`config.mk`:
```
export PLATFORM = sky130hd
export DESIGN_NAME = dm_arbiter_flat
export DESIGN_NICKNAME = d
export VERILOG_FILES = /design/src/rtl/dm_arbiter_if.sv /design/src/rtl/dm_arbiter.sv /design/src/flat_wrapper.sv
export SDC_FILE = /design/constraint.sdc
export NUM_CORES = 1
export LEC_CHECK = 0
export BUFFER_PORTS_ARGS = -buffer_cell sky130_fd_sc_hd__buf_2
export CORE_AREA = 3 3 227 229
export CTS_CLUSTER_DIAMETER = 60
export DETAILED_ROUTE_END_ITERATION = 6
export DIE_AREA = 0 0 230 232
export PLACE_DENSITY_LB_ADDON = 0.05
export SLEW_MARGIN = 5
export SYNTH_ARGS = -nofsm -noshare
export SYNTH_HDL_FRONTEND = slang
export SYNTH_SLANG_ARGS = --single-unit
```
`constraint.sdc`:
```
create_clock -name clk -period 2.88 [get_ports clk]
set_clock_uncertainty 0.2 [all_clocks]
set_input_delay 0.864 -clock clk [delete_from_list [all_inputs] [get_ports clk]]
set_output_delay 0.864 -clock clk [all_outputs]
set_load 0.02 [all_outputs]
```
`src/rtl/dm_arbiter_if.sv`:
```
// Bus bundle between the two requesters (CPU load/store, DMA loader) and the
// data-memory/IO block, with the arbiter sitting in the middle as the slave.
interface dm_arbiter_if #(
  parameter int AW = 64,
  parameter int DW = 64
);
  logic          req0;
  logic          req1;
  logic          we0;
  logic          we1;
  logic [AW-1:0] addr0;
  logic [AW-1:0] addr1;
  logic [DW-1:0] wdata0;
  logic [DW-1:0] wdata1;
  logic          gnt0;
  logic          gnt1;
  logic          rvalid0;
  logic          rvalid1;
  logic [DW-1:0] rdata0;
  logic [DW-1:0] rdata1;
  logic          err1;
  logic [AW-1:0] dm_direccion;
  logic [DW-1:0] dm_dataWrite;
  logic          dm_memWr;
  logic [DW-1:0] dm_dataRead;

  modport slave (
    input  req0, req1, we0, we1, addr0, addr1, wdata0, wdata1, dm_dataRead,
    output gnt0, gnt1, rvalid0, rvalid1, rdata0, rdata1, err1,
    output dm_direccion, dm_dataWrite, dm_memWr
  );

  modport master (
    output req0, req1, we0, we1, addr0, addr1, wdata0, wdata1, dm_dataRead,
    input  gnt0, gnt1, rvalid0, rvalid1, rdata0, rdata1, err1,
    input  dm_direccion, dm_dataWrite, dm_memWr
  );
endinterface

```
`src/rtl/dm_arbiter.sv`:
```
// Round-robin two-port arbiter in front of the data-memory/IO block; port 1
// (DMA/loader) is fenced out of the memory-mapped IO window.
module dm_arbiter #(
  parameter int AW     = 64,
  parameter int DW     = 64,
  parameter int IO_BIT = 12
) (
  input  logic         clk,
  input  logic         rst_n,
  dm_arbiter_if.slave  bus
);

  typedef enum logic [1:0] {
    IDLE = 2'd0,
    GNT0 = 2'd1,
    GNT1 = 2'd2
  } state_t;

  state_t        state_q, state_d;
  logic          rr_last_q, rr_last_d;
  logic          rvalid0_q, rvalid0_d;
  logic          rvalid1_q, rvalid1_d;
  logic          err1_q, err1_d;
  logic [DW-1:0] rdata0_q, rdata0_d;
  logic [DW-1:0] rdata1_q, rdata1_d;

  logic [AW-1:0] addr_sel;
  logic [DW-1:0] wdata_sel;
  logic          mem_wr;
  logic          io_hit;

  assign io_hit = bus.addr1[IO_BIT];

  always_ff @(posedge clk or negedge rst_n) begin
    if (!rst_n) begin
      state_q   <= IDLE;
      rr_last_q <= 1'b1;
      rvalid0_q <= 1'b0;
      rvalid1_q <= 1'b0;
      err1_q    <= 1'b0;
      rdata0_q  <= '0;
      rdata1_q  <= '0;
    end else begin
      state_q   <= state_d;
      rr_last_q <= rr_last_d;
      rvalid0_q <= rvalid0_d;
      rvalid1_q <= rvalid1_d;
      err1_q    <= err1_d;
      rdata0_q  <= rdata0_d;
      rdata1_q  <= rdata1_d;
    end
  end

  // The port just served never goes straight back: its still-high req is
  // only seen again after a cycle away from its grant state.
  always_comb begin
    state_d   = state_q;
    rr_last_d = rr_last_q;
    addr_sel  = '0;
    wdata_sel = '0;
    mem_wr    = 1'b0;
    rvalid0_d = 1'b0;
    rvalid1_d = 1'b0;
    err1_d    = 1'b0;
    rdata0_d  = rdata0_q;
    rdata1_d  = rdata1_q;

    case (state_q)
      IDLE: begin
        if (bus.req0 && bus.req1) begin
          state_d = rr_last_q ? GNT0 : GNT1;
        end else if (bus.req0) begin
          state_d = GNT0;
        end else if (bus.req1) begin
          state_d = GNT1;
        end
      end

      GNT0: begin
        rr_last_d = 1'b0;
        state_d   = bus.req1 ? GNT1 : IDLE;
        addr_sel  = bus.addr0;
        wdata_sel = bus.wdata0;
        mem_wr    = bus.we0 && bus.req0;
        if (!bus.we0) begin
          rvalid0_d = 1'b1;
          rdata0_d  = bus.dm_dataRead;
        end
      end

      GNT1: begin
        rr_last_d = 1'b1;
        state_d   = bus.req0 ? GNT0 : IDLE;
        addr_sel  = bus.addr1;
        wdata_sel = bus.wdata1;
        mem_wr    = bus.we1 && bus.req1 && !io_hit;
        rvalid1_d = !bus.we1;
        // A refused access returns zero instead of whatever IO would drive.
        if (io_hit) begin
          err1_d   = 1'b1;
          rdata1_d = '0;
        end else if (!bus.we1) begin
          rdata1_d = bus.dm_dataRead;
        end
      end

      default: begin
        state_d = IDLE;
      end
    endcase
  end

  assign bus.gnt0         = (state_q == GNT0);
  assign bus.gnt1         = (state_q == GNT1);
  assign bus.dm_direccion = addr_sel;
  assign bus.dm_dataWrite = wdata_sel;
  assign bus.dm_memWr     = mem_wr;
  assign bus.rvalid0      = rvalid0_q;
  assign bus.rvalid1      = rvalid1_q;
  assign bus.err1         = err1_q;
  assign bus.rdata0       = rdata0_q;
  assign bus.rdata1       = rdata1_q;

endmodule

```
`src/flat_wrapper.sv`:
```
// flat-port wrapper written by rule: the top's interface ports become plain ports
module dm_arbiter_flat 
#(
  parameter int AW     = 64,
  parameter int DW     = 64,
  parameter int IO_BIT = 12
)
  (clk, rst_n, bus_req0, bus_req1, bus_we0, bus_we1, bus_addr0, bus_addr1, bus_wdata0, bus_wdata1, bus_dm_dataRead, bus_gnt0, bus_gnt1, bus_rvalid0, bus_rvalid1, bus_rdata0, bus_rdata1, bus_err1, bus_dm_direccion, bus_dm_dataWrite, bus_dm_memWr);
  dm_arbiter_if #(.AW(AW), .DW(DW)) bus_i ();
  input  logic clk;
  input  logic rst_n;
  input wire logic [$bits(bus_i.req0)-1:0] bus_req0;
  input wire logic [$bits(bus_i.req1)-1:0] bus_req1;
  input wire logic [$bits(bus_i.we0)-1:0] bus_we0;
  input wire logic [$bits(bus_i.we1)-1:0] bus_we1;
  input wire logic [$bits(bus_i.addr0)-1:0] bus_addr0;
  input wire logic [$bits(bus_i.addr1)-1:0] bus_addr1;
  input wire logic [$bits(bus_i.wdata0)-1:0] bus_wdata0;
  input wire logic [$bits(bus_i.wdata1)-1:0] bus_wdata1;
  input wire logic [$bits(bus_i.dm_dataRead)-1:0] bus_dm_dataRead;
  output wire logic [$bits(bus_i.gnt0)-1:0] bus_gnt0;
  output wire logic [$bits(bus_i.gnt1)-1:0] bus_gnt1;
  output wire logic [$bits(bus_i.rvalid0)-1:0] bus_rvalid0;
  output wire logic [$bits(bus_i.rvalid1)-1:0] bus_rvalid1;
  output wire logic [$bits(bus_i.rdata0)-1:0] bus_rdata0;
  output wire logic [$bits(bus_i.rdata1)-1:0] bus_rdata1;
  output wire logic [$bits(bus_i.err1)-1:0] bus_err1;
  output wire logic [$bits(bus_i.dm_direccion)-1:0] bus_dm_direccion;
  output wire logic [$bits(bus_i.dm_dataWrite)-1:0] bus_dm_dataWrite;
  output wire logic [$bits(bus_i.dm_memWr)-1:0] bus_dm_memWr;
  assign bus_i.req0 = bus_req0;
  assign bus_i.req1 = bus_req1;
  assign bus_i.we0 = bus_we0;
  assign bus_i.we1 = bus_we1;
  assign bus_i.addr0 = bus_addr0;
  assign bus_i.addr1 = bus_addr1;
  assign bus_i.wdata0 = bus_wdata0;
  assign bus_i.wdata1 = bus_wdata1;
  assign bus_i.dm_dataRead = bus_dm_dataRead;
  assign bus_gnt0 = bus_i.gnt0;
  assign bus_gnt1 = bus_i.gnt1;
  assign bus_rvalid0 = bus_i.rvalid0;
  assign bus_rvalid1 = bus_i.rvalid1;
  assign bus_rdata0 = bus_i.rdata0;
  assign bus_rdata1 = bus_i.rdata1;
  assign bus_err1 = bus_i.err1;
  assign bus_dm_direccion = bus_i.dm_direccion;
  assign bus_dm_dataWrite = bus_i.dm_dataWrite;
  assign bus_dm_memWr = bus_i.dm_memWr;
  dm_arbiter #(.AW(AW), .DW(DW), .IO_BIT(IO_BIT)) u_core (.clk(clk), .rst_n(rst_n), .bus(bus_i));
endmodule
```
==> impl_results.md <==
- Status: finished with violations
- Failing checks: setup timing
- Max Cap Viol: 0
- Num CTS Buffers: 17
- Synth area leaders: dfrtp_1 (52%), a22o_1 (26%), mux2_2 (8.7%), buf_6 (3.0%), mux2_1 (2.8%)
- Area of the mapped netlist: 6340 um2
- Synth cell types: 22
- Endpoints failing setup: 127
- Layout cells sized above 1: 67.2%
- Synth top area share: 52.5%
- # rows: 82
- Number of remaining DRC errors: 0
- Sequential area share after synthesis: 52.9%
- Tot GR Track Use: 14.6%
- Clock Path Buffers: 2
- Chip height: 232 um
- Setup TNS: -22.89 ns
- Number of instances in the placed design: 1721
- Leak: 6.12 nW
- Worst-Margin Slew: 0.541 ns
- DRT antenna net count: 0
- Maximum vdd drop: 0.445 mV
- I/O Pins: 588
- Fmax: 318 MHz
- Max-slew headroom: 64.0%
- Total core area: 49900 um2
- #FFs+latches synth: 134
- CTS tree: yes
- Antenna violations before repair: 23
- Fin cells: 1774
- Die Area: 53400 um2
- Largest net degree at the start of global routing: 51
- Fin. Hold Viols: 0
- WHS: 0.194 ns
- Initial Utilization: 12.7%
- Slack of the critical path: -0.260 ns
- Hold WC Path Type: in -> async
- RePlAce Congestion: 0.815
- Final #Nets: 1416
- Syn_nets: 803
- Reg2reg end: u_core.bus.rdata0[1]$_DFFE_PN0P_
- Vias: 6917
- Crit. End Element: primary output
- Synth Area per Inst: 13.5 um2
- Reg2Reg Depth: 6
- Element type at the critical path start: flop
- Area Growth Syn to Fin: 84.8%
- Internal reg-to-reg setup slack: 0.73 ns
- FF-to-FF Start: u_core.state_q[0]$_DFFE_PN0P_
- First-pass GRT wire length: 54700 um
- Reg clk slew, reported paths: 0.06 ns
- CP arrival: 2.08 ns
- Synthesis Warnings: 0
- Remaining Overflow, GRT: 0
- Routed WL per cell: 24.0 um
- Vias in the first global route: 6926
- Crit-path max FO: 15
- Crit share post-route: 109%
- RSZ-0062 raised after global routing: yes
- Slew Viols, Final: 0
- Clock latency reported for the late side of the worst-skew pair: 0.42 ns
- Hpwl dp: 33800 um
- Core Util, Final: 23.5%
- Vias/cell: 3.90
- Shortest period the worst path allows: 3.14 ns
- PwrDens: 1210 nW/um2
- DR iter-0 viols: 427
- Die Wd: 230 um
- Area leader, netlist: dfrtp_1
- CTS sink cnt: 134
- Critical Path RT: 1.82 ns
- Drt total wl: 42500 um
- 1st-pass router iterations: 5
- PortBufs: 587
- Clk root buf: clkbuf_16
- Cells after Synth: 471
- Setup Crit Path Kind: reg -> out
- FILL cells: 5476
- Hold buffers post-CTS: 0
- # H-tree levels: 4
==> through the flow <==
step | area, um2 | setup slack, ns | power [mW]
floorplan | 6340 | 0.158 | 7.66
global placement | 10200 | 0.131 | 10.9
detailed placement | 10200 | 0.104 | 10.8
CTS | 11200 | -0.292 | 13.8
global route | 11700 | -0.347 | 14.9
finish | 11700 | -0.260 | 14.2
==> worst max path at each step <==
stage	startpoint	end	slack, ns	cells past startpoint
after detailed placement	u_core.state_q[0]$_DFFE_PN0P_	bus_dm_dataWrite[29]	0.10	7
after global placement	u_core.state_q[0]$_DFFE_PN0P_	bus_dm_dataWrite[29]	0.13	7
final	u_core.state_q[1]$_DFFE_PN0P_	bus_dm_dataWrite[49]	-0.26	6
after floorplan	u_core.state_q[0]$_DFFE_PN0P_	bus_dm_dataWrite[20]	0.16	7
after CTS	u_core.state_q[0]$_DFFE_PN0P_	bus_dm_dataWrite[29]	-0.29	7
after global routing	u_core.state_q[1]$_DFFE_PN0P_	bus_dm_dataWrite[21]	-0.35	7
==> state kept, by name, summed over array words and instances (netlist names) <==
| signal | cells |
|---|---|
| u_core.rr_last_q | 1 |
| u_core.bus.err1 | 1 |
| u_core.bus.rdata0 | 64 |
| u_core.bus.rdata1 | 64 |
| u_core.bus.rvalid1 | 1 |
| u_core.state_q | 2 |
| u_core.bus.rvalid0 | 1 |
==> cell usage after synthesis <==
library cell / instances
nand3_1: 1
buf_6: 17
o21ai_2: 1
a21oi_1: 3
mux2_1: 16
o21ai_0: 2
mux2_2: 49
dfstp_2: 1
nand2_1: 3
nor3b_1: 1
buf_2: 27
a22o_1: 191
a21boi_0: 1
nand2b_1: 4
and2b_1: 1
nor2b_1: 2
nand4b_1: 1
dfrtp_1: 133
inv_1: 4
and2_1: 3
buf_4: 4
ha_1: 6
==> cell usage in the layout (no fill, tap or decap), types with 2 or more instances in the layout <==
cell,Yosys,layout
a21oi_1,3,3
diode_2,0,5
bufinv_16,0,6
a22o_4,0,3
nand2b_1,4,3
a22o_1,191,188
buf_2,27,504
clkinv_2,0,4
nand2_1,3,3
inv_1,4,2
buf_4,4,39
mux2_1,16,16
dfrtp_1,133,133
mux2_2,49,49
clkbuf_8,0,2
ha_1,6,3
ha_2,0,2
o21ai_0,2,2
clkbuf_16,0,21
inv_2,0,2
and2_4,0,2
buf_12,0,15
buf_6,17,77
==> kinds of logic (layout without fill, tap and decap cells) <==
group / count (synthesis) / in the layout / synth area share, %
compound gates: 198 / 198 / 27.0
fa+ha+maj: 6 / 6 / 1.18
buf+inv: 52 / 678 / 5.86
flops: 134 / 134 / 52.9
mux: 65 / 65 / 11.5
other cells: 0 / 5 / 0
simple gates: 16 / 16 / 1.52
==> repair_timing <==
item	CTS	global route
setup buffers	1	7
pin swaps	13	6
endpoints found under the setup margin	128	129
gates resized for setup	71	100
cloned	2	7
==> layout make-up <==
cell class,instances,area [um2],area share [%]
diodes,5,12.5,0.107
clock buffers,19,453,3.86
clock inverters,13,225,1.92
inverters,4,15.0,0.128
multi-input cells,285,2690,22.9
flip-flops and latches,134,3350,28.6
well taps,672,841,7.17
repair buffers,642,4130,35.3
==> worst max-delay path: stages, from the launching register on <==
cell     delay, ns
dfrtp_1       0.37
inv_2         0.07
ha_4          0.28
and2_4        0.24
buf_12        0.18
a22o_1        0.27
buf_2         0.22
==> per-layer routing <==
layer | vias up | track usage (%) | share of wire [%]
met1 | 3439 | 17.3 | 39
met5 | - | 0 | 0.28
li1 | 3087 | - | -
met4 | 16 | 3.55 | 1.1
met3 | 42 | 5.53 | 8.6
met2 | 333 | 24.8 | 51
==> where the power goes <==
part	leakage [nW]	switching [mW]	internal, mW	total, mW
Combinational	4.09	4.72	3.59	8.31
Sequential	1.69	0.475	2.83	3.31
Clock	0.333	0.881	1.67	2.55
Note: power is estimated with default switching activity, not from simulation.
